### config.mk
export PLATFORM = sky130hd
export DESIGN_NAME = dual_rail_shift_rows_reg
export DESIGN_NICKNAME = d
export VERILOG_FILES = /design/src/rtl/dual_rail_shift_rows_reg.sv
export SDC_FILE = /design/constraint.sdc
export NUM_CORES = 1
export LEC_CHECK = 0
export BUFFER_PORTS_ARGS = -buffer_cell sky130_fd_sc_hd__buf_2
export CAP_MARGIN = 20
export CELL_PAD_IN_SITES_DETAIL_PLACEMENT = 1
export CELL_PAD_IN_SITES_GLOBAL_PLACEMENT = 1
export CORE_AREA = 3 3 201 203
export CTS_CLUSTER_DIAMETER = 150
export DETAILED_ROUTE_END_ITERATION = 8
export DIE_AREA = 0 0 204 206
export HOLD_SLACK_MARGIN = 0.05
export PLACE_DENSITY = 0.68
export SLEW_MARGIN = 25
export SYNTH_ARGS = -nofsm -noshare
export SYNTH_HDL_FRONTEND = slang
export SYNTH_SLANG_ARGS = --single-unit
### constraint.sdc
create_clock -name clk -period 4.1 [get_ports clk]
set_clock_uncertainty 0.15 [all_clocks]
set_input_delay 0.82 -clock clk [delete_from_list [all_inputs] [get_ports clk]]
set_output_delay 0.82 -clock clk [all_outputs]
set_load 0.005 [all_outputs]
### src/rtl/dual_rail_shift_rows_reg.sv
// Registered dual-rail ShiftRows / InvShiftRows stage for the hiding-countermeasure
// AES round pipeline (between SubBytes and MixColumns).
//
// Tokens are separated by a mandatory all-zero spacer (precharge) cycle. The stage
// accepts a token only in SPACER and holds it in HOLD until downstream takes it.
// Leaving HOLD clears both rails to 0 on the same edge.
//
// Optional feature macro: DR_RAIL_CHECK_EN
//   defined   -> every accepted token is checked for rail-encoding violations
//                (T XNOR F = 1 on any bit). The result is a sticky rail_err.
//   undefined -> the check logic is absent and rail_err is tied to 0.
module dual_rail_shift_rows_reg #(
    parameter int NB   = 4,
    parameter int BYTE = 8,
    parameter int WORD = 32
) (
    input  logic                 clk,
    input  logic                 rst_n,
    input  logic                 in_valid,
    output logic                 in_ready,
    input  logic                 inverse,
    input  logic [WORD*NB-1:0]   Text_In_T,
    input  logic [WORD*NB-1:0]   Text_In_F,
    output logic                 out_valid,
    input  logic                 out_ready,
    output logic [WORD*NB-1:0]   Out_Text_T,
    output logic [WORD*NB-1:0]   Out_Text_F,
    output logic                 rail_err
);

    localparam int N = WORD * NB;

    // Only 4, 6 and 8 columns are meaningful for Rijndael. Anything else fails elaboration.
    if (!(NB == 4 || NB == 6 || NB == 8)) begin : g_nb_check
        $error("dual_rail_shift_rows_reg: NB must be 4, 6 or 8");
    end

    typedef enum logic {
        SPACER = 1'b0,
        HOLD   = 1'b1
    } state_t;

    state_t         state_q, state_d;
    logic [N-1:0]   out_t_q, out_t_d;
    logic [N-1:0]   out_f_q, out_f_d;
    logic [N-1:0]   perm_t;
    logic [N-1:0]   perm_f;
    logic           accept;

    // Byte permutation shared by both rails.
    // Column c is at the MSB end for c = 0, and row 0 is the top byte of each column.
    // Row r of output column c comes from column (c + s_r) mod NB in forward mode.
    // It comes from column (c - s_r) mod NB in inverse mode.
    // For NB = 8, rows 2 and 3 shift one position further.
    function automatic logic [N-1:0] shift_rows(input logic [N-1:0] x, input logic inv);
        logic [N-1:0] y;
        int           s;
        int           src;
        y = '0;
        for (int c = 0; c < NB; c++) begin
            for (int r = 0; r < 4; r++) begin
                s   = (NB == 8 && r >= 2) ? r + 1 : r;
                src = inv ? ((c - s + NB) % NB) : ((c + s) % NB);
                y[N-1-WORD*c-BYTE*r -: BYTE] = x[N-1-WORD*src-BYTE*r -: BYTE];
            end
        end
        return y;
    endfunction

    // Permute both input rails identically. The result is only registered on accept.
    always_comb begin
        perm_t = shift_rows(Text_In_T, inverse);
        perm_f = shift_rows(Text_In_F, inverse);
    end

    assign accept = (state_q == SPACER) && in_valid;

    // Next-state and output-register logic for the SPACER/HOLD handshake.
    always_comb begin
        state_d = state_q;
        out_t_d = out_t_q;
        out_f_d = out_f_q;
        case (state_q)
            SPACER: begin
                if (accept) begin
                    state_d = HOLD;
                    out_t_d = perm_t;
                    out_f_d = perm_f;
                end
            end
            HOLD: begin
                if (out_ready) begin
                    state_d = SPACER;
                    out_t_d = '0;
                    out_f_d = '0;
                end
            end
            default: begin
                state_d = SPACER;
                out_t_d = '0;
                out_f_d = '0;
            end
        endcase
    end

    // State and data registers. Reset returns the stage to an empty spacer.
    always_ff @(posedge clk or negedge rst_n) begin
        if (!rst_n) begin
            state_q <= SPACER;
            out_t_q <= '0;
            out_f_q <= '0;
        end else begin
            state_q <= state_d;
            out_t_q <= out_t_d;
            out_f_q <= out_f_d;
        end
    end

    assign in_ready   = (state_q == SPACER);
    assign out_valid  = (state_q == HOLD);
    assign Out_Text_T = out_t_q;
    assign Out_Text_F = out_f_q;

`ifdef DR_RAIL_CHECK_EN
    logic rail_err_q, rail_err_d;

    // Flag any bit of an accepted token whose rails are equal (00 or 11). The flag is sticky.
    always_comb begin
        rail_err_d = rail_err_q | (accept & (|(~(Text_In_T ^ Text_In_F))));
    end

    // Sticky error register. Only reset clears it.
    always_ff @(posedge clk or negedge rst_n) begin
        if (!rst_n) begin
            rail_err_q <= 1'b0;
        end else begin
            rail_err_q <= rail_err_d;
        end
    end

    assign rail_err = rail_err_q;
`else
    assign rail_err = 1'b0;
`endif

endmodule

-- Word-level counts from Yosys, hierarchy flattened
Cells that the tools add are included.
- output and inout bits: 259
- RAM bits: 0
- memories kept: 0
- bits in registers: 257
- logic and storage cells: 48
- bits in read-only memories: 0
- bits in latches: 0
- bits of input ports: 261
- divide/modulo/power cells: 0
- multiply operators: 0
- magnitude comparators: 0
- reductions and logical operators: 2
- add/sub/neg operators: 12
- eq/ne operators: 2
- muxes and demuxes: 12
- shift-type cells: 16
- bitwise gates (word level): 1
- operator list (cell ; count):
    $shiftx A135 B32 Y8 ; 12
    $shiftx A135 B9 Y8 ; 4
    $pmux W128 S2 ; 2
    $mux W128 ; 3
    $sub A32 B5 Y32 const B ; 3
    $sub A32 B6 Y32 const B ; 3
    $sub A8 B32 Y32 const A ; 2
    $sub A7 B7 Y8 const A ; 2
    $sub A8 B5 Y9 const B ; 1
    $sub A8 B6 Y9 const B ; 1
    $mux W2 ; 4
    $mux W1 ; 2
    $ne A2 B1 Y1 const B ; 1
    $ne A2 B2 Y1 const B ; 1
    $pmux W1 S2 ; 1
    $reduce_and A2 Y1 ; 1
    $logic_and A1 B1 Y1 ; 1
    $not A1 Y1 ; 1

-- Depth between registers and ports, before layout
Gate-level depths: netlist (run 1).
- depth after elaboration: 6
- mapped depth: 4
- mapped depth without buffers: 2

-- Worst setup path after synthesis (run 1)
Ideal clock, no wire load.
- kind: input to register
- from: in inverse
- to: reg out_f_q[53] (netlist: Out_Text_F[53])
- setup time: 0.130 ns
- arrival time: 1.528 ns
- cell stages on the path: 4
- data required time: 3.820 ns
- setup slack: 2.292 ns
- path buffers: 2
- cell sequence: buf_4 buf_2 mux2i_1 o2bb2ai_1
- cells in the longest elaborated chain, start to end: 6
- RTL lines (what ; line ; source):
    start, declared ; 21 ; input logic inverse,
    $mux W2 ; 63 ; src = inv ? ((c - s + NB) % NB) : ((c + s) % NB);
    $sub A8 B32 Y32 ; - ;
    $sub A32 B5 Y32 ; - ;
    $shiftx A135 B32 Y8 ; 64 ; y[N-1-WORD*c-BYTE*r -: BYTE] = x[N-1-WORD*src-BYTE*r -: BYTE];
    $mux W128 ; 85 ; if (accept) begin
    $pmux W128 S2 ; 83 ; case (state_q)
    end signal, assigned ; 115 ; out_f_q <= out_f_d;
    end, declared ; 45 ; logic [N-1:0] out_f_q, out_f_d;
Every way passes these cells. The select of a mux whose other input is x is not followed.
A chain may end at the register's enable or synchronous reset.

-- Worst setup path after layout (run 1)
- from: reg state_q (netlist: out_valid)
- to: out in_ready
- cells in the longest elaborated chain, start to end: 1
- RTL lines (what ; line ; source):
    start, declared ; 43 ; state_t state_q, state_d;
    start signal, assigned ; 113 ; state_q <= state_d;
    $not A1 Y1 ; 119 ; assign in_ready = (state_q == SPACER);
    end, declared ; 20 ; output logic in_ready,
Every way passes these cells.

==> results.py, run 1 <==
metrics = {
    "clock_tree": {
        "clockBufferDepth": 3,
        "cts.clk_slew.worst_paths_ps": 60,
        "clock-sinks": 257,
        "clk_latency_ps": 550,
        "cts_resized": 0,
        "cts-root-buf": "clkbuf_16",
        "cts_buffers": 30,
        "cts_tree": "done",
        "htree_levels": 1,
        "cts_setup_buffers": 0,
        "holdBufCountCts": 0,
    },
    "floorplanning": {
        "die_x_um": 204,
        "core_area_um2": 38600,
        "die_height_um": 206,
        "start_util": 0.267,
        "row_count": 72,
        "dieArea_um2": 42000,
        "io-pin-count": 520,
    },
    "setup_path": {
        "slowest_stage": "dfrtp_1",
        "cp-start-kind": "flip-flop",
        "slowest_delay_ps": 540,
        "path_cells": "inv_1 > buf_2",
        "reg2reg_slack_ps": 1970,
        "reg2reg_depth": 3,
        "timing.rr.start": "out_valid",
        "cp_data_arrival_time_ps": 1300,
        "crit_type": "reg -> out",
        "critPathRequiredTime_ps": 3130,
        "r2r_end": "Out_Text_F[64]",
        "crit_fanout": 7,
        "worstSetupEndpointType": "output pin",
        "cp-startpoint": "out_valid",
    },
    "placement": {
        "place.port_buffers": 518,
        "gp_routability_congestion": 0.773,
        "dp_slack_ps": 1560,
        "hpwl_um": 26600,
        "place_area_um2": 13500,
    },
    "pwr": {
        "ir_drop_mv": 0.302,
        "power.leakage_nw": 7.72,
        "seqPwrFrac": 0.441,
        "clkPwrFrac": 0.372,
        "p_int_mw": 5.05,
        "p_sw_mw": 1.99,
        "comb_power_share": 0.188,
        "power_density_nw_per_um2": 487,
        "switching_share": 0.283,
    },
    "logic_synthesis": {
        "yosys_warnings": 0,
        "yosysTopAreaCell": "dfrtp_1",
        "synthFlopType": "dfrtp_1",
        "ys_seq_elements": 257,
        "synth_cells": 719,
        "synthTopCellsByArea": "dfrtp_1 (62%), mux2i_1 (13%), a22o_1 (11%)",
        "seq_area_frac_synth": 0.623,
        "async_reset_ff_frac": 1.00,
        "synthesis.area_um2": 10300,
        "synth_edf_count": 0,
        "syn-num-nets": 980,
        "synth_top_area_frac": 0.623,
        "avgSynthCellArea_um2": 14.4,
        "synth.distinct_cells": 14,
    },
    "final_layout": {
        "area_growth_pct": 39.9,
        "n_fill_cell": 4305,
        "seqCellArea_um2": 6430,
        "final_area_um2": 14400,
        "fin_nets": 1475,
        "drive_above_1_share": 0.475,
        "multi_input_area_um2": 3590,
    },
    "drt": {
        "wl_per_cell_um": 21.0,
        "drt_wl_total_um": 36800,
        "first_iter_violations": 280,
        "drc": 0,
        "via_per_inst": 4.76,
        "dr_total_vias": 8365,
        "drtPass1Iterations": 4,
        "antenna_left": 0,
    },
    "grt": {
        "grt_pass1_vias": 9208,
        "grt_util_all_layers": 0.165,
        "grt.overflow.total": 0,
        "grt_max_degree": 110,
        "antenna_found_initial": 2,
        "grt_pass1_wl_um": 55100,
    },
    "sta": {
        "maxSlewHeadroom": 0.437,
        "period_needed_ps": 2270,
        "slew_viol_final": 0,
        "min_period_over_period": 0.554,
        "rsz0062_at_grt": "no",
        "setup_viol": 0,
        "tns_ps": 0,
        "max_freq_ghz": 0.440,
        "tightestPinTransition_ps": 844,
        "final.setup.worst_slack_ps": 1830,
        "hold_violations": 0,
    },
    "flow_run": {
        "maxCapViolCount": 0,
    },
    "hold_path": {
        "hold_path.class": "in -> async",
    },
    "outcome": {
        "run_status": "complete, no violations",
    },
}
[final cells by class]
cell class                 instances  area share
clock buffer                      43      0.0624
sequential                       257       0.445
clock inverter                    12     0.00494
antenna                            1    0.000173
inverter                           1    0.000260
timing repair buffer             534       0.194
tap                              518      0.0449
multi-input combinational        390       0.248
[kinds of logic after synthesis]
logic type             Yosys count  share of synthesized area
AOI/OAI and AO/OA              257                      0.218
and+or+nand+nor                  3                    0.00158
other                            1                   0.000363
muxes                          129                      0.125
DFF                            257                      0.623
buffers and inverters           72                     0.0324
[stage by stage]
stage / hold WS (ps) / std cells / util / total power [mW]
after floorplan: 329 / 719 / - / 3.69
after global placement: 317 / 1700 / 0.349 / 4.44
after detailed placement: 319 / 1700 / 0.349 / 4.48
after CTS: 116 / 1755 / 0.374 / 7.15
after global routing: 158 / 1755 / 0.374 / 7.41
final: 135 / 1756 / 0.374 / 7.03
[power by group through the flow]
stage               registers (mW)  logic (mW)  clock network (mW)
floorplan                     3.14       0.542                   0
global placement              3.13        1.32                   0
detailed placement            3.12        1.35                   0
CTS                           3.10        1.35                2.70
global route                  3.14        1.45                2.81
finish                        3.10        1.32                2.62
[cells in the final DEF (no fill, tap or decap), types with 2 or more instances in the layout]
master / count
dfrtp_1: 257
mux2i_1: 128
clkbuf_8: 8
a22o_1: 128
buf_12: 6
o2bb2ai_1: 128
buf_4: 10
inv_6: 2
buf_2: 516
clkinv_2: 9
clkbuf_16: 31
clkbuf_1: 4
[layer usage]
metal	up-vias	GRT usage	wire length, um
met5	-	0	0
met4	0	0.0445	863
met3	56	0.0502	3110
met2	360	0.289	18200
met1	4180	0.198	14700
li1	3769	-	-
[flip-flops by register name, summed over array words and instances, names as in the netlist]
register,count
Out_Text_F,128
out_valid,1
Out_Text_T,128
[worst max-delay path by stage]
stage                                end  slack [ps]  cells past startpoint
after global placement    Out_Text_F[90]        1620                      4
after detailed placement  Out_Text_T[24]        1560                      4
after floorplan           Out_Text_F[53]        2290                      4
after CTS                       in_ready        1800                      2
after global routing            in_ready        1770                      2
final                           in_ready        1830                      2
[synth_stat cells (2+ instances only)]
cell type  number
a22o_1        128
buf_1           7
buf_2          45
buf_4           2
clkbuf_1       17
dfrtp_1       257
mux2i_1       129
o2bb2ai_1     128
[critical path, delay by kind of cell, from the launching register on]
kind	cells	cell delay, ps
buf+inv	2	210
flops	1	540
Note: power is estimated with default switching activity, not from simulation.
==> run 2, diff against run 1 <==
--- a/config.mk
+++ b/config.mk
@@ -9,12 +9,12 @@
 export CAP_MARGIN = 20
 export CELL_PAD_IN_SITES_DETAIL_PLACEMENT = 1
 export CELL_PAD_IN_SITES_GLOBAL_PLACEMENT = 1
-export CORE_AREA = 3 3 201 203
+export CORE_AREA = 3 3 204 206
 export CTS_CLUSTER_DIAMETER = 150
 export DETAILED_ROUTE_END_ITERATION = 8
-export DIE_AREA = 0 0 204 206
+export DIE_AREA = 0 0 207 209
 export HOLD_SLACK_MARGIN = 0.05
-export PLACE_DENSITY = 0.68
+export PLACE_DENSITY = 0.67
 export SLEW_MARGIN = 25
 export SYNTH_ARGS = -nofsm -noshare
 export SYNTH_HDL_FRONTEND = slang
==> constraint.sdc (replaced) <==
create_clock -name clk -period 2.3 [get_ports clk]
set_clock_uncertainty 0.15 [all_clocks]
set_input_delay 0.46 -clock clk [delete_from_list [all_inputs] [get_ports clk]]
set_output_delay 0.46 -clock clk [all_outputs]
set_load 0.005 [all_outputs]
==> run 2 against run 1 <==
- cell area grew 13%
- global-route usage grew 2.2 points
- flip-flop and latch count is the same
- sequential share of layout area shrank 5.2 points
- first-iteration DRC count grew 41%
- highest routed layer unchanged
- largest cell class unchanged
==> results.py, run 2 (same netlist as run 1, synthesis figures left out) <==
metrics = {
    "outcome": {
        "run_status": "complete, no violations",
    },
    "sta": {
        "max_freq_ghz": 0.513,
        "maxSlewHeadroom": 0.644,
        "period_needed_ps": 1950,
        "rsz0062_at_grt": "no",
        "slew_viol_final": 0,
        "hold_violations": 0,
        "setup_viol": 0,
        "tightestPinTransition_ps": 533,
        "min_period_over_period": 0.847,
        "tns_ps": 0,
    },
    "drt": {
        "dr_total_vias": 9273,
        "drt_wl_total_um": 41700,
        "drtPass1Iterations": 4,
        "via_per_inst": 4.77,
        "antenna_left": 0,
        "drc": 0,
        "first_iter_violations": 396,
        "wl_per_cell_um": 21.5,
    },
    "placement": {
        "hpwl_um": 28100,
        "place.port_buffers": 518,
        "gp_routability_congestion": 0.865,
        "place_inst": 1734,
    },
    "final_layout": {
        "drive_above_1_share": 0.435,
        "fin_cells": 1942,
        "final_common_cell": "buf_2",
        "n_fill_cell": 4366,
        "area_growth_pct": 58.3,
        "final_cell_mix": "buf_2 (516), dfrtp_1 (257), dlygate4sd3_1 (152)",
        "fin_nets": 1653,
    },
    "clock_tree": {
        "cts_buffers": 29,
        "clockBufferDepth": 3,
        "cts_resized": 0,
        "htree_levels": 1,
        "cts_tree": "done",
        "clock-sinks": 257,
        "clk_latency_ps": 540,
        "cts-root-buf": "clkbuf_16",
        "cts.clk_slew.worst_paths_ps": 60,
    },
    "grt": {
        "grt_util_all_layers": 0.187,
        "grt_pass1_wl_um": 65000,
        "grt_pass1_vias": 10700,
        "grt.overflow.total": 0,
        "grt_max_degree": 98,
        "antenna_found_initial": 3,
    },
    "setup_path": {
        "reg2reg_depth": 4,
        "r2r_end": "Out_Text_T[107]",
        "crit_fanout": 44,
        "worstSetupEndpointType": "flip-flop",
        "crit_type": "reg -> reg",
        "cp_data_arrival_time_ps": 2270,
        "critPathRequiredTime_ps": 2620,
        "reg2reg_slack_ps": 350,
        "timing.rr.start": "out_valid",
        "cp-start-kind": "flip-flop",
    },
    "pwr": {
        "switching_share": 0.277,
        "ir_drop_mv": 0.532,
        "p_sw_mw": 3.70,
        "clkPwrFrac": 0.382,
        "p_int_mw": 9.68,
        "comb_power_share": 0.202,
        "power.leakage_nw": 8.53,
        "power_density_nw_per_um2": 819,
        "seqPwrFrac": 0.416,
    },
    "hold_path": {
        "hp-start": "Text_In_F[70]",
        "min_path_cells": 3,
        "hold_path.class": "in -> reg",
        "hold_end": "Out_Text_F[38]",
    },
    "floorplanning": {
        "dieArea_um2": 43300,
        "io-pin-count": 520,
        "die_x_um": 207,
        "row_count": 73,
        "core_area_um2": 39800,
        "start_util": 0.259,
        "die_height_um": 209,
    },
    "flow_run": {
        "maxCapViolCount": 0,
    },
}
[run 2: cell count changes in the layout (fill, tap and decap cells not counted)]
| cell | before | now |
|---|---|---|
| clkinvlp_4 | 0 | 4 |
| buf_4 | 10 | 32 |
| clkbuf_16 | 31 | 29 |
| bufinv_16 | 0 | 6 |
| inv_6 | 2 | 0 |
| clkbuf_1 | 4 | 1 |
| buf_12 | 6 | 11 |
| clkbuf_8 | 8 | 6 |
| clkinv_4 | 1 | 2 |
| diode_2 | 1 | 4 |
| clkinv_2 | 9 | 4 |
| dlygate4sd3_1 | 0 | 152 |
[run 2: per-layer routing]
layer / track usage / wire length [um] / vias to the layer above
li1: - / - / 4154
met1: 0.222 / 16300 / 4636
met3: 0.0480 / 2970 / 73
met4: 0.0576 / 1210 / 0
met5: 0 / 0 / -
met2: 0.332 / 21200 / 410
[run 2: worst max-delay path by stage]
stage	from	slack (ps)	endpoint	cells after the start
floorplan	inverse	850	Out_Text_F[53]	4
global placement	out_valid	480	Out_Text_T[63]	4
detailed placement	out_valid	400	Out_Text_F[71]	4
CTS	out_valid	380	in_ready	2
global route	out_valid	280	Out_Text_T[107]	4
finish	out_valid	350	Out_Text_T[107]	4
[run 2: repair_timing]
item | CTS | global route
hold buffers | 152 | 0
buffers inserted | 0 | 0
endpoints found under the setup margin | 0 | 0
hold endpoints to repair | 184 | 0
[run 2: power groups by stage]
stage / Combinational [mW] / Clock (mW) / Sequential [mW]
after floorplan: 0.967 / 0 / 5.60
after CTS: 2.70 / 5.23 / 5.54
after global routing: 2.94 / 5.44 / 5.64
after global placement: 2.43 / 0 / 5.60
final: 2.70 / 5.12 / 5.56
after detailed placement: 2.49 / 0 / 5.58
[run 2: final cells by class]
class	instances	area, um2	share of cell area
multi-input cells	390	3590	0.219
flip-flops and latches	257	6430	0.394
clock inverters	16	248	0.0152
diodes	4	10.0	0.000613
well taps	525	657	0.0402
inverters	1	3.75	0.000230
repair buffers	713	4590	0.281
clock buffers	36	812	0.0497
[run 2: per-stage QoR]
stage | instance area [um2] | hold slack [ps] | setup WS, ps | power (mW) | util
final | 16300 | 75.5 | 353 | 13.4 | 0.410
after global routing | 16300 | 70.9 | 284 | 14.0 | 0.410
after CTS | 16300 | 50.5 | 376 | 13.5 | 0.410
after detailed placement | 13700 | 271 | 401 | 8.08 | 0.345
after global placement | 13700 | 275 | 480 | 8.02 | 0.345
after floorplan | 10300 | 14.4 | 852 | 6.57 | -
[run 2: critical path: stages, from the launching register on]
cell and delay, ps:
dfrtp_1 540, mux2i_4 390, buf_12 280, buf_4 300, a22o_1 200
